==> config.mk <==
export PLATFORM = sky130hd
export DESIGN_NAME = sum_accumulator
export DESIGN_NICKNAME = d
export VERILOG_FILES = /design/src/rtl/sum_accumulator.sv
export SDC_FILE = /design/constraint.sdc
export NUM_CORES = 1
export LEC_CHECK = 0
export ABC_AREA = 1
export CAP_MARGIN = 25
export CORE_UTILIZATION = 38
export DETAILED_ROUTE_END_ITERATION = 16
export PLACE_DENSITY_LB_ADDON = 0.25
export RECOVER_POWER = 100
export SLEW_MARGIN = 20
export SYNTH_ARGS = -nofsm -noshare
export SYNTH_HDL_FRONTEND = slang
export SYNTH_SLANG_ARGS = --single-unit
==> constraint.sdc <==
create_clock -name clk -period 1.55 [get_ports clk]
set_input_delay 0.31 -clock clk [delete_from_list [all_inputs] [get_ports clk]]
set_output_delay 0.31 -clock clk [all_outputs]
set_load 0.05 [all_outputs]
==> src/rtl/sum_accumulator.sv <==
// Accumulates COUNT unsigned adder sums per group and presents the result over valid/ready.
// Define SUM_ACC_SATURATE_EN to clamp the accumulator to all-ones on carry out.
module sum_accumulator #(
  parameter int WIDTH     = 8,
  parameter int ACC_WIDTH = 10,
  parameter int COUNT     = 8,
  localparam int CNT_W    = $clog2(COUNT + 1)
) (
  input  logic                 clk,
  input  logic                 rst_n,
  input  logic                 in_valid,
  output logic                 in_ready,
  input  logic [WIDTH-1:0]     in_sum,
  input  logic                 flush,
  output logic                 out_valid,
  input  logic                 out_ready,
  output logic [ACC_WIDTH-1:0] out_acc,
  output logic [CNT_W-1:0]     out_cnt,
  output logic                 out_ovf
);

  typedef enum logic [1:0] {IDLE, ACCUM, DONE} state_t;

  state_t               state_p0;
  logic [ACC_WIDTH-1:0] acc_p0;
  logic [CNT_W-1:0]     cnt_p0;
  logic                 ovf_p0;
  logic                 vld_p0;

  logic                 accept;
  logic [ACC_WIDTH:0]   sum_c;
  logic [CNT_W-1:0]     cnt_inc;

  // Returns {carry, result}; with saturation the result is clamped when carry is set.
  function automatic logic [ACC_WIDTH:0] acc_add(input logic [ACC_WIDTH-1:0] a,
                                                input logic [WIDTH-1:0]     s);
    logic [ACC_WIDTH:0] sum;
    sum = {1'b0, a} + (ACC_WIDTH+1)'(s);
`ifdef SUM_ACC_SATURATE_EN
    if (sum[ACC_WIDTH]) sum = {1'b1, {ACC_WIDTH{1'b1}}};
`endif
    return sum;
  endfunction

  assign in_ready = rst_n & (state_p0 != DONE);
  assign accept   = in_valid & in_ready;
  assign sum_c    = acc_add(acc_p0, in_sum);
  assign cnt_inc  = cnt_p0 + CNT_W'(1);

  // Stage p0: group state and result registers
  always_ff @(posedge clk or negedge rst_n) begin
    if (!rst_n) begin
      state_p0 <= IDLE;
      acc_p0   <= '0;
      cnt_p0   <= '0;
      ovf_p0   <= 1'b0;
      vld_p0   <= 1'b0;
    end else begin
      case (state_p0)
        IDLE: begin
          if (accept) begin
            acc_p0 <= ACC_WIDTH'(in_sum);
            cnt_p0 <= CNT_W'(1);
            ovf_p0 <= 1'b0;
            if (COUNT == 1) begin
              state_p0 <= DONE;
              vld_p0   <= 1'b1;
            end else begin
              state_p0 <= ACCUM;
            end
          end
        end
        ACCUM: begin
          if (accept) begin
            acc_p0 <= sum_c[ACC_WIDTH-1:0];
            ovf_p0 <= ovf_p0 | sum_c[ACC_WIDTH];
            cnt_p0 <= cnt_inc;
          end
          if ((accept && (cnt_inc == CNT_W'(COUNT))) || flush) begin
            state_p0 <= DONE;
            vld_p0   <= 1'b1;
          end
        end
        DONE: begin
          if (out_ready) begin
            state_p0 <= IDLE;
            vld_p0   <= 1'b0;
            acc_p0   <= '0;
            cnt_p0   <= '0;
            ovf_p0   <= 1'b0;
          end
        end
        default: state_p0 <= IDLE;
      endcase
    end
  end

  assign out_valid = vld_p0;
  assign out_acc   = acc_p0;
  assign out_cnt   = cnt_p0;
  assign out_ovf   = ovf_p0;

endmodule

# Word-level counts from Yosys, hierarchy flattened
# Index checks and enable logic that the tools add are counted.
[classes]
addsub = 2
eq_ne = 8
muxes = 18
bitwise = 3
n_reduce_logical = 8
[ops]
columns = ["operator", "count"]
rows = [
  ["$mux W10", 3],
  ["$pmux W10 S3", 1],
  ["$mux W4", 3],
  ["$pmux W4 S3", 1],
  ["$add A10 B8 Y11", 1],
  ["$ne A2 B2 Y1 const B", 5],
  ["$mux W2", 3],
  ["$pmux W2 S3", 1],
  ["$reduce_and A3 Y1", 2],
  ["$add A4 B1 Y4 const B", 1],
  ["$eq A4 B4 Y1 const B", 1],
  ["$mux W1", 4],
  ["$reduce_and A4 Y1", 1],
  ["$pmux W1 S3", 1],
  ["$reduce_bool A3 Y1", 1],
  ["$and A1 B1 Y1", 2],
  ["$eq A2 B1 Y1 const B", 1],
  ["$eq A2 B2 Y1 const B", 1],
  ["$logic_not A2 Y1", 1],
  ["$pmux W1 S2", 1],
  ["$reduce_bool A2 Y1", 1],
  ["$logic_and A1 B1 Y1", 1],
  ["$logic_or A1 B1 Y1", 1],
  ["$or A1 B1 Y1", 1],
]
[totals]
reg_bits = 18
input_bits = 13
output_inout_bits = 17

# Logic depth before layout (Yosys ltp)
# Gate-level depths: netlist (run 1).
[logic_depth]
depth_word = 7
depth_mapped = 10
mapped_depth_nobuf = 10

# Least setup slack after synthesis (run 1)
# Ideal clock, no wire load.
[synth_timing]
path_kind = "register to register"
from = "register state_p0[0]"
to = "register state_p0[0]"
setup_time_ps = 117
arrival_ps = 1918
t_required_ps = 1433
slack_ps = -485
stages_incl_launch_ff = 11
n_path_buf = 0
path_cell_list = "dfrtp_1 inv_1 ha_1 nor2_1 nand3_1 nor2_1 nand2_1 nand2_2 nand3_1 nand2_1 nand2_1"
[synth_via]
elab_chain_cells = 7
word_cells_on_any_way = 13
classes_between = "eq/ne: 6; mux: 1; bitwise: 2; reduce/logical: 4"
[synth_lines]
columns = ["item", "line_no", "text"]
rows = [
  ["from (decl)", "24", "state_t state_p0;"],
  ["from (signal assigned)", "53", "state_p0 <= IDLE;"],
  ["from (signal assigned)", "66", "state_p0 <= DONE;"],
  ["from (signal assigned)", "69", "state_p0 <= ACCUM;"],
  ["$ne A2 B2 Y1 (*)", "45", "assign in_ready = rst_n & (state_p0 != DONE);"],
  ["$and A1 B1 Y1 (*)", "45", ""],
  ["net in_ready", "12", "output logic in_ready,"],
  ["$and A1 B1 Y1 (*)", "46", "assign accept = in_valid & in_ready;"],
  ["$logic_and A1 B1 Y1", "79", "if ((accept && (cnt_inc == CNT_W'(COUNT))) || flush) begin"],
  ["$logic_or A1 B1 Y1", "79", ""],
  ["$ne A2 B2 Y1 (no line)", "-", ""],
  ["$reduce_and A3 Y1 (no line) (*)", "-", ""],
]
# Mark *: on every way through the listed nets, which the timed path passes. The rest lies on a longest branch.
# A chain may end at the register's enable or synchronous reset.

# Worst setup path after layout (run 1)
[layout_timing]
from = "input port rst_n"
to = "output port in_ready"
[layout_via]
elab_chain_cells = 1
[layout_lines]
columns = ["item", "line_no", "text"]
rows = [
  ["from (decl)", "10", "input logic rst_n,"],
  ["$and A1 B1 Y1", "45", ""],
  ["to (decl)", "12", ""],
]
# No other way between the ends.

==> results of run 1 <==
-- power by group --
part           total [uW]  switching [uW]  internal (uW)
logic                4680            2570           2100
clock network         414             187            226
registers             942             258            684
-- kinds of logic after synthesis --
family | after synthesis | synth area share [%]
and+or+nand+nor | 118 | 36.9
buffers and inverters | 31 | 9.05
AOI/OAI and AO/OA | 24 | 10.6
DFF | 18 | 30.2
adders and majority gates | 14 | 12.2
xor gates and xnor gates | 2 | 1.17
-- area by class of cell --
cell class	count	area, sq um	share of cell area, %
Multi-Input combinational cell	159	1160	45.9
Timing Repair Buffer	64	686	27.2
Sequential cell	18	457	18.1
Inverter	29	109	4.31
Clock buffer	4	55.1	2.18
Tap cell	48	60.1	2.38
-- per-stage QoR --
step | utilization (%) | instances
after floorplan | - | 207
after global placement | 61.6 | 308
after detailed placement | 61.6 | 308
after CTS | 66.8 | 319
after global routing | 67.9 | 322
final | 67.9 | 322
-- state kept, by name, indices dropped and copies added (netlist names) --
signal     flops
out_valid      1
out_cnt        4
out_ovf        1
state_p0       2
out_acc       10
-- final timing paths --
path                                         start  cells past startpoint                      to  slack (ns)
min in group asynchronous                    rst_n                      2  out_acc[1]$_DFFE_PN0P_        0.60
hold reg to reg              out_valid$_DFFE_PN0P_                      2   out_valid$_DFFE_PN0P_        0.48
hold / removal                           in_sum[2]                      3  out_acc[2]$_DFFE_PN0P_        0.41
setup / recovery                             rst_n                      5                in_ready       -0.12
setup reg to reg           state_p0[1]$_DFFE_PN0P_                      8  out_acc[2]$_DFFE_PN0P_       -0.09
max in group asynchronous                    rst_n                      2  out_acc[7]$_DFFE_PN0P_        0.51
-- tightest hold or removal path: stages --
cell	delay (ns)
dlymetal6s2s_1	0.16
nand2_1	0.09
a31oi_2	0.08
-- synth_stat cells (all sizes together) --
cell	instances
o21bai	1
a22o	1
nand3	23
ha	13
buf	2
xor2	2
a21boi	2
inv	29
nand3b	2
fa	1
a21oi	14
nand4	5
nand2	60
a31oi	1
o21ai	5
nor2	28
dfrtp	18
-- what timing repair did --
action,CTS,global route
gates cloned,1,0
endpoints found under the setup margin,16,19
resized for setup,22,26
pin swaps,6,11
buffers inserted,6,3
-- metal layers --
| layer | vias to the layer above | GRT usage [%] | part of all wire, % |
|---|---|---|---|
| met5 | - | 0 | 0 |
| met4 | 0 | 6.67 | 0.83 |
| met3 | 4 | 2.29 | 3.5 |
| met2 | 46 | 35.2 | 50 |
| met1 | 729 | 29.0 | 45 |
| li1 | 808 | - | - |
-- cell usage in the layout (no fill, tap or decap), types with 3 or more instances in the layout --
cell type,synthesis,final
buf_6,1,6
clkdlybuf4s50_1,0,7
clkbuf_8,0,4
buf_4,0,21
dfrtp_1,18,13
nor2_4,0,4
dfrtp_2,0,5
nand3_1,21,17
clkbuf_2,0,3
nor2_1,22,17
nand2_2,3,6
nand2_1,56,50
inv_1,27,25
ha_4,0,9
nand2_4,1,4
dlymetal6s2s_1,0,6
nand3_2,2,4
inv_2,2,4
nor2_2,6,7
ha_1,13,3
nand4_1,4,4
a21oi_2,4,8
clkbuf_1,0,6
a21oi_1,10,6
buf_12,0,13
==> results.yml, run 1 <==
setup_path:
  critical_path_class: "in -> out"
  cp-start-kind: "primary input"
  arrival_ns: 1.36
  slowest_stage: "clkdlybuf4s50_1"
  required_ns: 1.24
  cp_slowest_stage_delay_ns: 0.56
  path_buf_inv: 4
  path_cells: "clkdlybuf4s50_1 > inv_1 > nor2_4 > buf_6 > buf_12"
  crit_path_max_fanout: 4
  cp-end-kind: "primary output"
  crit_family: "buffers and inverters"
synthesis:
  avgSynthCellArea_sq_um: 7.22
  synthDistinctLibCells: 28
  syn_inst: 207
  synthTopCellsByArea: "dfrtp_1 30%, nand2_1 14%, ha_1 11%, nand3_1 7.0%, inv_1 6.8%"
  yosysWarnings: 0
  synth_top_area_share_pct: 30.2
  yosysSeqAreaShare_pct: 30.2
  netlist.top_cell.by_area: "dfrtp_1"
  synth_area_sq_mm: 0.00149
  yosys_register_bits: 18
  synth_nets: 234
pwr:
  irDropWorstVdd_mv: 1.38
  power.total_uw: 6030
  leakage_uw: 0.00126
  powerDensity_mw_per_mm2: 2390
floorplan:
  rows: 22
  dieArea_sq_mm: 0.00419
  fp.dieH_microns: 64.7
  die_w_microns: 64.7
  start_util_pct: 40.2
  ios: 30
  coreArea_sq_mm: 0.00372
route:
  dr.pass1.iters: 4
  ant_nets: 0
  drtIter0Drc: 107
  routed_wl_microns: 4440
  vias_per_cell: 4.93
  wl_per_cell_microns: 13.8
  num_vias: 1587
  drc_errors: 0
sta:
  maxSlewViolCount: 0
  fin_hold_ws_ns: 0.407
  tns_ns: -0.805
  setup_viol: 17
  fin_crit_ns: 1.67
  relSlewSlack_pct: 60.9
  tightest_slew_ns: 0.587
  final_hold_viol_count: 0
  postLayoutSetupSlackWorst_ns: -0.119
  fin_crit_sh_pct: 108
  fmax_mhz: 599
  rsz0062_at_grt: "true"
  finClkSkew_ns: 0.00306
clock_tree:
  cts_tree: "done"
  clock_latency_ns: 0.26
  cts_sinks: 18
  cts_hold_buffers: 0
  clockBufferDepth: 2
  clkTransAtPathRegs_ns: 0.08
  cts_inserted_buffers: 3
  cts_root_buf: "clkbuf_8"
  htree_levels: 1
layout:
  drive_above_1_share_pct: 39.1
  fin_area_sq_mm: 0.00252
  antennaDiodeCount: 0
  fillerInstances: 285
  area_growth_pct: 69.0
  final_nets: 302
placed_design:
  dp_hpwl_microns: 2900
  io_buffers: 29
  dpl_cell_area_sq_mm: 0.00229
  gp_congestion: 0.906
  dpl_worst_slack_ns: -0.412
grt:
  antenna_found_initial: 0
  grt-ovfl-total: 0
  grt_first_pass_wirelength_microns: 6930
  grt_usage_pct: 21.3
  grt_max_degree: 11
  grt_pass1_vias: 1565
worst_hold_path:
  hold_path.class: "in -> reg"
run_status:
  violations: "setup timing"
  outcome: "complete, but fails checks"
run:
  drv_cap: 0
Power figures use the tool's default switching activity.
==> inputs of run 2 (changes only) <==
--- a/config.mk
+++ b/config.mk
@@ -8,8 +8,9 @@
 export ABC_AREA = 1
 export CAP_MARGIN = 25
 export CORE_UTILIZATION = 38
+export CTS_CLUSTER_DIAMETER = 100
 export DETAILED_ROUTE_END_ITERATION = 16
-export PLACE_DENSITY_LB_ADDON = 0.25
+export PLACE_DENSITY = 0.74
 export RECOVER_POWER = 100
 export SLEW_MARGIN = 20
 export SYNTH_ARGS = -nofsm -noshare
==> run 2 against run 1 <==
  * The flow still finishes with violations (setup timing)
  * Maximum frequency up 4.3%
  * Clock-buffer cell count unchanged
  * Combinational power up 0.9%
  * Clock skew up 0.0066 ns
  * Via count down 0.32%
  * Critical path depth up 4
  * Total power about the same
  * Core utilization up 0.24 points
  * Die area unchanged
  * Largest power group unchanged
==> results.yml, run 2 (same netlist as run 1, synthesis figures left out) <==
clock_tree:
  cts_sinks: 18
  cts_root_buf: "clkbuf_8"
  cts_hold_buffers: 0
  cts_inserted_buffers: 3
  htree_levels: 1
  clock_latency_ns: 0.26
  cts_tree: "done"
  clkTransAtPathRegs_ns: 0.08
  clockBufferDepth: 2
floorplan:
  ios: 30
  rows: 22
  dieArea_sq_mm: 0.00419
  fp.dieH_microns: 64.7
  coreArea_sq_mm: 0.00372
  die_w_microns: 64.7
  start_util_pct: 40.2
grt:
  grt_pass1_vias: 1461
  grt_usage_pct: 20.2
  use_met1_pct: 27.7
  use_met2_pct: 33.6
  busiest_layer: "met2"
  grt_max_degree: 11
  antenna_found_initial: 0
  grt_first_pass_wirelength_microns: 6610
  grt-ovfl-total: 0
  use_met3_pct: 1.23
sta:
  finClkSkew_ns: 0.00969
  fmax_mhz: 625
  relSlewSlack_pct: 66.3
  setup_viol: 7
  postLayoutSetupSlackWorst_ns: -0.0497
  final_hold_viol_count: 0
  tightest_slew_ns: 0.504
  fin_crit_ns: 1.60
  fin_crit_sh_pct: 103
  maxSlewViolCount: 0
  rsz0062_at_grt: "true"
layout:
  antennaDiodeCount: 0
  final_nets: 300
  area_growth_pct: 69.6
  drive_above_1_share_pct: 40.8
  largest_reg_flops: 10
  mostFrequentLayoutCells: "50 x nand2_1, 30 x buf_4, 24 x inv_1"
  final_common_cell: "nand2_1"
  fin_area_sq_mm: 0.00253
  final_cells: 320
  fillerInstances: 282
setup_path:
  crit_top_cell: "buf_4"
  crit_family: "buffers and inverters"
  cp-start-kind: "flop"
  reg2reg_slack_ns: -0.05
  crit_path_max_fanout: 8
  r2r-end: "out_acc[2]$_DFFE_PN0P_"
  arrival_ns: 1.79
  cp_slowest_stage_delay_ns: 0.40
  rr_worst_depth: 9
  required_ns: 1.74
  cp-end-kind: "flop"
  critical_path_class: "reg -> reg"
  path_cells: "buf_4 > ha_4 > nor2_4 > nand2_4 > nand3b_4 > nand2_8 > buf_6 > buf_4 > a31oi_2"
  slowest_stage: "dfrtp_1"
  r2r_start: "state_p0[0]$_DFFE_PN0P_"
  path_buf_inv: 3
route:
  dr.pass1.iters: 4
  ant_nets: 0
  drc_errors: 0
  num_vias: 1582
  vias_per_cell: 4.94
  drtIter0Drc: 113
  routed_wl_microns: 4200
  wl_per_cell_microns: 13.1
placed_design:
  io_buffers: 29
  gp_congestion: 0.881
  dp_hpwl_microns: 2910
  dp.cells: 309
  dpl_cell_area_sq_mm: 0.00229
run_status:
  outcome: "complete, but fails checks"
  violations: "setup timing"
worst_hold_path:
  hold_path.class: "in -> async"
pwr:
  irDropWorstVdd_mv: 1.07
  leakage_uw: 0.00129
  powerDensity_mw_per_mm2: 2380
run:
  drv_cap: 0
[run 2: cell types whose count changed in the layout (fill, tap and decap cells not counted), sizes merged]
| cell | change |
|---|---|
| dlygate4sd2 | +1 |
| clkdlybuf4s50 | -2 |
| dlymetal6s2s | +2 |
| nand2 | -1 |
| clkbuf | -8 |
| buf | +6 |
[run 2: area by class of cell]
| cell class | count | area (sq um) | area share [%] |
|---|---|---|---|
| clock buffers | 4 | 45.0 | 1.78 |
| inverters | 29 | 111 | 4.40 |
| multi-input cells | 158 | 1160 | 45.8 |
| flip-flops and latches | 18 | 457 | 18.0 |
| well taps | 48 | 60.1 | 2.37 |
| repair buffers | 63 | 699 | 27.6 |
[run 2: worst reg2reg max path, delay by kind of cell, from the launching register on]
| family | cells | cell delay (ns) |
|---|---|---|
| compound gates | 1 | 0.11 |
| fa+ha+maj | 1 | 0.18 |
| buf+inv | 3 | 0.42 |
| flops | 1 | 0.40 |
| simple gates | 4 | 0.41 |
[run 2: how the worst max path moves through the flow]
stage,cells past startpoint,from,slack [ns],endpoint
2_1_floorplan,8,out_acc[0]$_DFFE_PN0P_,-0.08,out_acc[8]$_DFFE_PN0P_
3_3_place_gp,9,in_sum[0],-0.35,out_acc[8]$_DFFE_PN0P_
3_5_place_dp,9,in_sum[0],-0.38,out_acc[8]$_DFFE_PN0P_
4_1_cts,8,out_acc[0]$_DFFE_PN0P_,-0.04,out_acc[8]$_DFFE_PN0P_
5_1_grt,11,in_sum[3],-0.17,out_acc[9]$_DFFE_PN0P_
6_report,9,state_p0[0]$_DFFE_PN0P_,-0.05,out_acc[2]$_DFFE_PN0P_
[run 2: power breakdown]
part | total [uW] | internal, uW | switching [uW]
clock network | 356 | 183 | 172
logic | 4720 | 2200 | 2520
registers | 963 | 686 | 277
[run 2: per-stage QoR]
stage | setup TNS (ns) | setup WS (ns) | hold WS, ns | total power [uW] | utilization [%]
after detailed placement | -4.39 | -0.375 | 0.499 | 5040 | 61.5
after global placement | -3.96 | -0.350 | 0.493 | 4970 | 61.5
final | -0.190 | -0.0497 | 0.114 | 6030 | 68.2
after floorplan | -0.200 | -0.0784 | 0.0144 | 3360 | -
after CTS | -0.194 | -0.0398 | 0.482 | 5820 | 66.2
after global routing | -1.41 | -0.173 | 0.144 | 6490 | 68.2
[run 2: layer usage]
| layer | vias up | wire, microns |
|---|---|---|
| met1 | 743 | 1930 |
| met2 | 40 | 2090 |
| met4 | 0 | 40 |
| met5 | - | 0 |
| li1 | 795 | - |
| met3 | 4 | 138 |
[run 2: timing repair]
item                                    in CTS  in global routing
resized for setup                           25                 25
pin swaps                                    7                  7
endpoints found under the setup margin      14                 19
buffers inserted                             4                  4
==> inputs of run 3 (changes only) <==
--- a/config.mk
+++ b/config.mk
@@ -6,13 +6,14 @@
 export NUM_CORES = 1
 export LEC_CHECK = 0
 export ABC_AREA = 1
-export CAP_MARGIN = 25
 export CORE_UTILIZATION = 38
 export CTS_CLUSTER_DIAMETER = 100
 export DETAILED_ROUTE_END_ITERATION = 16
+export GPL_ROUTABILITY_DRIVEN = 1
 export PLACE_DENSITY = 0.74
 export RECOVER_POWER = 100
 export SLEW_MARGIN = 20
 export SYNTH_ARGS = -nofsm -noshare
 export SYNTH_HDL_FRONTEND = slang
 export SYNTH_SLANG_ARGS = --single-unit
+export TNS_END_PERCENT = 1
==> run 3 against run 2 <==
  * The flow still finishes with violations (setup timing)
  * Register-to-register slack worse by 0.02 ns
  * Sequential share of layout area grew 0.33 points
  * Worst setup slack worse by 0.017 ns
  * Clock-buffer cell count did not move
  * Maximum frequency down 1.1%
  * Die area unchanged
  * Final cell count rose by 2.5%
  * Global-route usage grew 3.9 points
  * Critical path type unchanged
  * Largest power group unchanged
==> results.yml, run 3 (same netlist as run 1, synthesis figures left out) <==
layout:
  mostFrequentLayoutCells: "52 x nand2_1, 31 x buf_4, 25 x inv_1"
  area_growth_pct: 67.9
  final_cells: 328
  antennaDiodeCount: 0
  largest_reg_flops: 10
  final_common_cell: "nand2_1"
  fin_area_sq_mm: 0.00251
  final_nets: 308
  final_util_pct: 67.5
  drive_above_1_share_pct: 39.6
route:
  drc_errors: 0
  routed_wl_microns: 4890
  ant_nets: 0
  dr.pass1.iters: 4
  wl_per_cell_microns: 14.9
  num_vias: 1695
  vias_per_cell: 5.17
  drtIter0Drc: 107
sta:
  finClkSkew_ns: 0.000879
  final_hold_viol_count: 0
  relSlewSlack_pct: 64.7
  postLayoutSetupSlackWorst_ns: -0.0669
  maxSlewViolCount: 0
  tns_ns: -0.692
  fin_crit_sh_pct: 104
  fin_hold_ws_ns: 0.217
  fin_crit_ns: 1.62
  setup_viol: 18
  tightest_slew_ns: 0.529
  rsz0062_at_grt: "true"
  fmax_mhz: 618
clock_tree:
  htree_levels: 1
  cts_inserted_buffers: 3
  clkTransAtPathRegs_ns: 0.07
  cts_tree: "done"
  cts_sinks: 18
  clockBufferDepth: 2
  clock_latency_ns: 0.25
  cts_root_buf: "clkbuf_8"
pwr:
  combPwrFrac_pct: 79.4
  switching_share_pct: 49.7
  clock_power_share_pct: 6.2
  internal_power_uw: 3150
  seqPwrFrac_pct: 14.4
  powerDensity_mw_per_mm2: 2500
  power_switching_uw: 3110
  irDropWorstVdd_mv: 1.56
  leakage_uw: 0.00127
grt:
  grt_usage_pct: 24.1
  grt-ovfl-total: 0
  grt_pass1_vias: 1676
  grt_max_degree: 12
  antenna_found_initial: 0
  grt_first_pass_wirelength_microns: 7800
setup_path:
  r2r-end: "out_acc[8]$_DFFE_PN0P_"
  reg2reg_slack_ns: -0.07
  rr_worst_depth: 8
  cp-start-kind: "flop"
  cp-end-kind: "flop"
  crit_path_max_fanout: 4
  required_ns: 1.70
  critical_path_class: "reg -> reg"
  arrival_ns: 1.77
  r2r_start: "out_acc[0]$_DFFE_PN0P_"
floorplan:
  start_util_pct: 40.2
  ios: 30
  dieArea_sq_mm: 0.00419
  coreArea_sq_mm: 0.00372
  rows: 22
  die_w_microns: 64.7
  fp.dieH_microns: 64.7
worst_hold_path:
  hold_path.class: "in -> async"
run:
  drv_cap: 0
placed_design:
  gp_congestion: 0.846
  io_buffers: 29
  dp_hpwl_microns: 3170
  dpl_cell_area_sq_mm: 0.00231
  dp.cells: 321
run_status:
  violations: "setup timing"
  outcome: "complete, but fails checks"
## run 3: metal layers
layer  share of wire (%)  wire length (microns)  track usage [%]  vias to the layer above
li1                    -                      -                -                      817
met1                  41                   2030             28.1                      809
met2                  53                   2600             44.5                       61
met3                 4.0                    198             3.70                        8
met4                 1.3                     63             7.50                        0
met5                   0                      0                0                        -
## run 3: cell type report
cell class	instances	area, sq um
inverter	29	109
fill	301	1210
sequential	18	460
multi-input combinational	159	1150
timing repair buffer	70	678
tap	48	60.1
clock buffer	4	55.1
## run 3: stage by stage
stage / total power (uW) / setup WS (ns)
6_report: 6260 / -0.0669
5_1_grt: 6650 / -0.145
4_1_cts: 6150 / -0.0396
3_5_place_dp: 5220 / -0.423
3_3_place_gp: 5120 / -0.375
2_1_floorplan: 3260 / -0.0920
## run 3: power groups by stage
stage / Sequential (uW) / Combinational (uW) / Clock (uW)
finish: 902 / 4970 / 390
global placement: 870 / 4250 / 0
detailed placement: 887 / 4330 / 0
CTS: 912 / 4840 / 400
floorplan: 1440 / 1820 / 0
global route: 923 / 5320 / 411
## run 3: critical path: stages, from the launching register on
cell	delay, ns
dfrtp_2	0.43
ha_4	0.18
fa_2	0.40
nand3_2	0.09
nand2_2	0.08
nand2_2	0.07
nand2_2	0.07
a21oi_1	0.13
nor2_1	0.06
## run 3: repair_timing
| item | in CTS | in global routing |
|---|---|---|
| pin swaps | 8 | 9 |
| hold buffers | 0 | 0 |
| endpoints found under the hold margin | 0 | 0 |
| gates cloned | 1 | 0 |
| gates resized for setup | 32 | 21 |
| setup buffers | 3 | 1 |
| endpoints found under the setup margin | 19 | 19 |
## run 3: worst max-delay path by stage
stage | startpoint | end | slack, ns | depth (start not counted)
floorplan | out_acc[0]$_DFFE_PN0P_ | out_acc[8]$_DFFE_PN0P_ | -0.09 | 8
global placement | in_sum[0] | out_acc[8]$_DFFE_PN0P_ | -0.37 | 9
detailed placement | in_sum[0] | out_acc[4]$_DFFE_PN0P_ | -0.42 | 8
CTS | out_acc[0]$_DFFE_PN0P_ | out_acc[4]$_DFFE_PN0P_ | -0.04 | 7
global route | state_p0[1]$_DFFE_PN0P_ | state_p0[0]$_DFFE_PN0P_ | -0.14 | 10
finish | out_acc[0]$_DFFE_PN0P_ | out_acc[8]$_DFFE_PN0P_ | -0.07 | 8
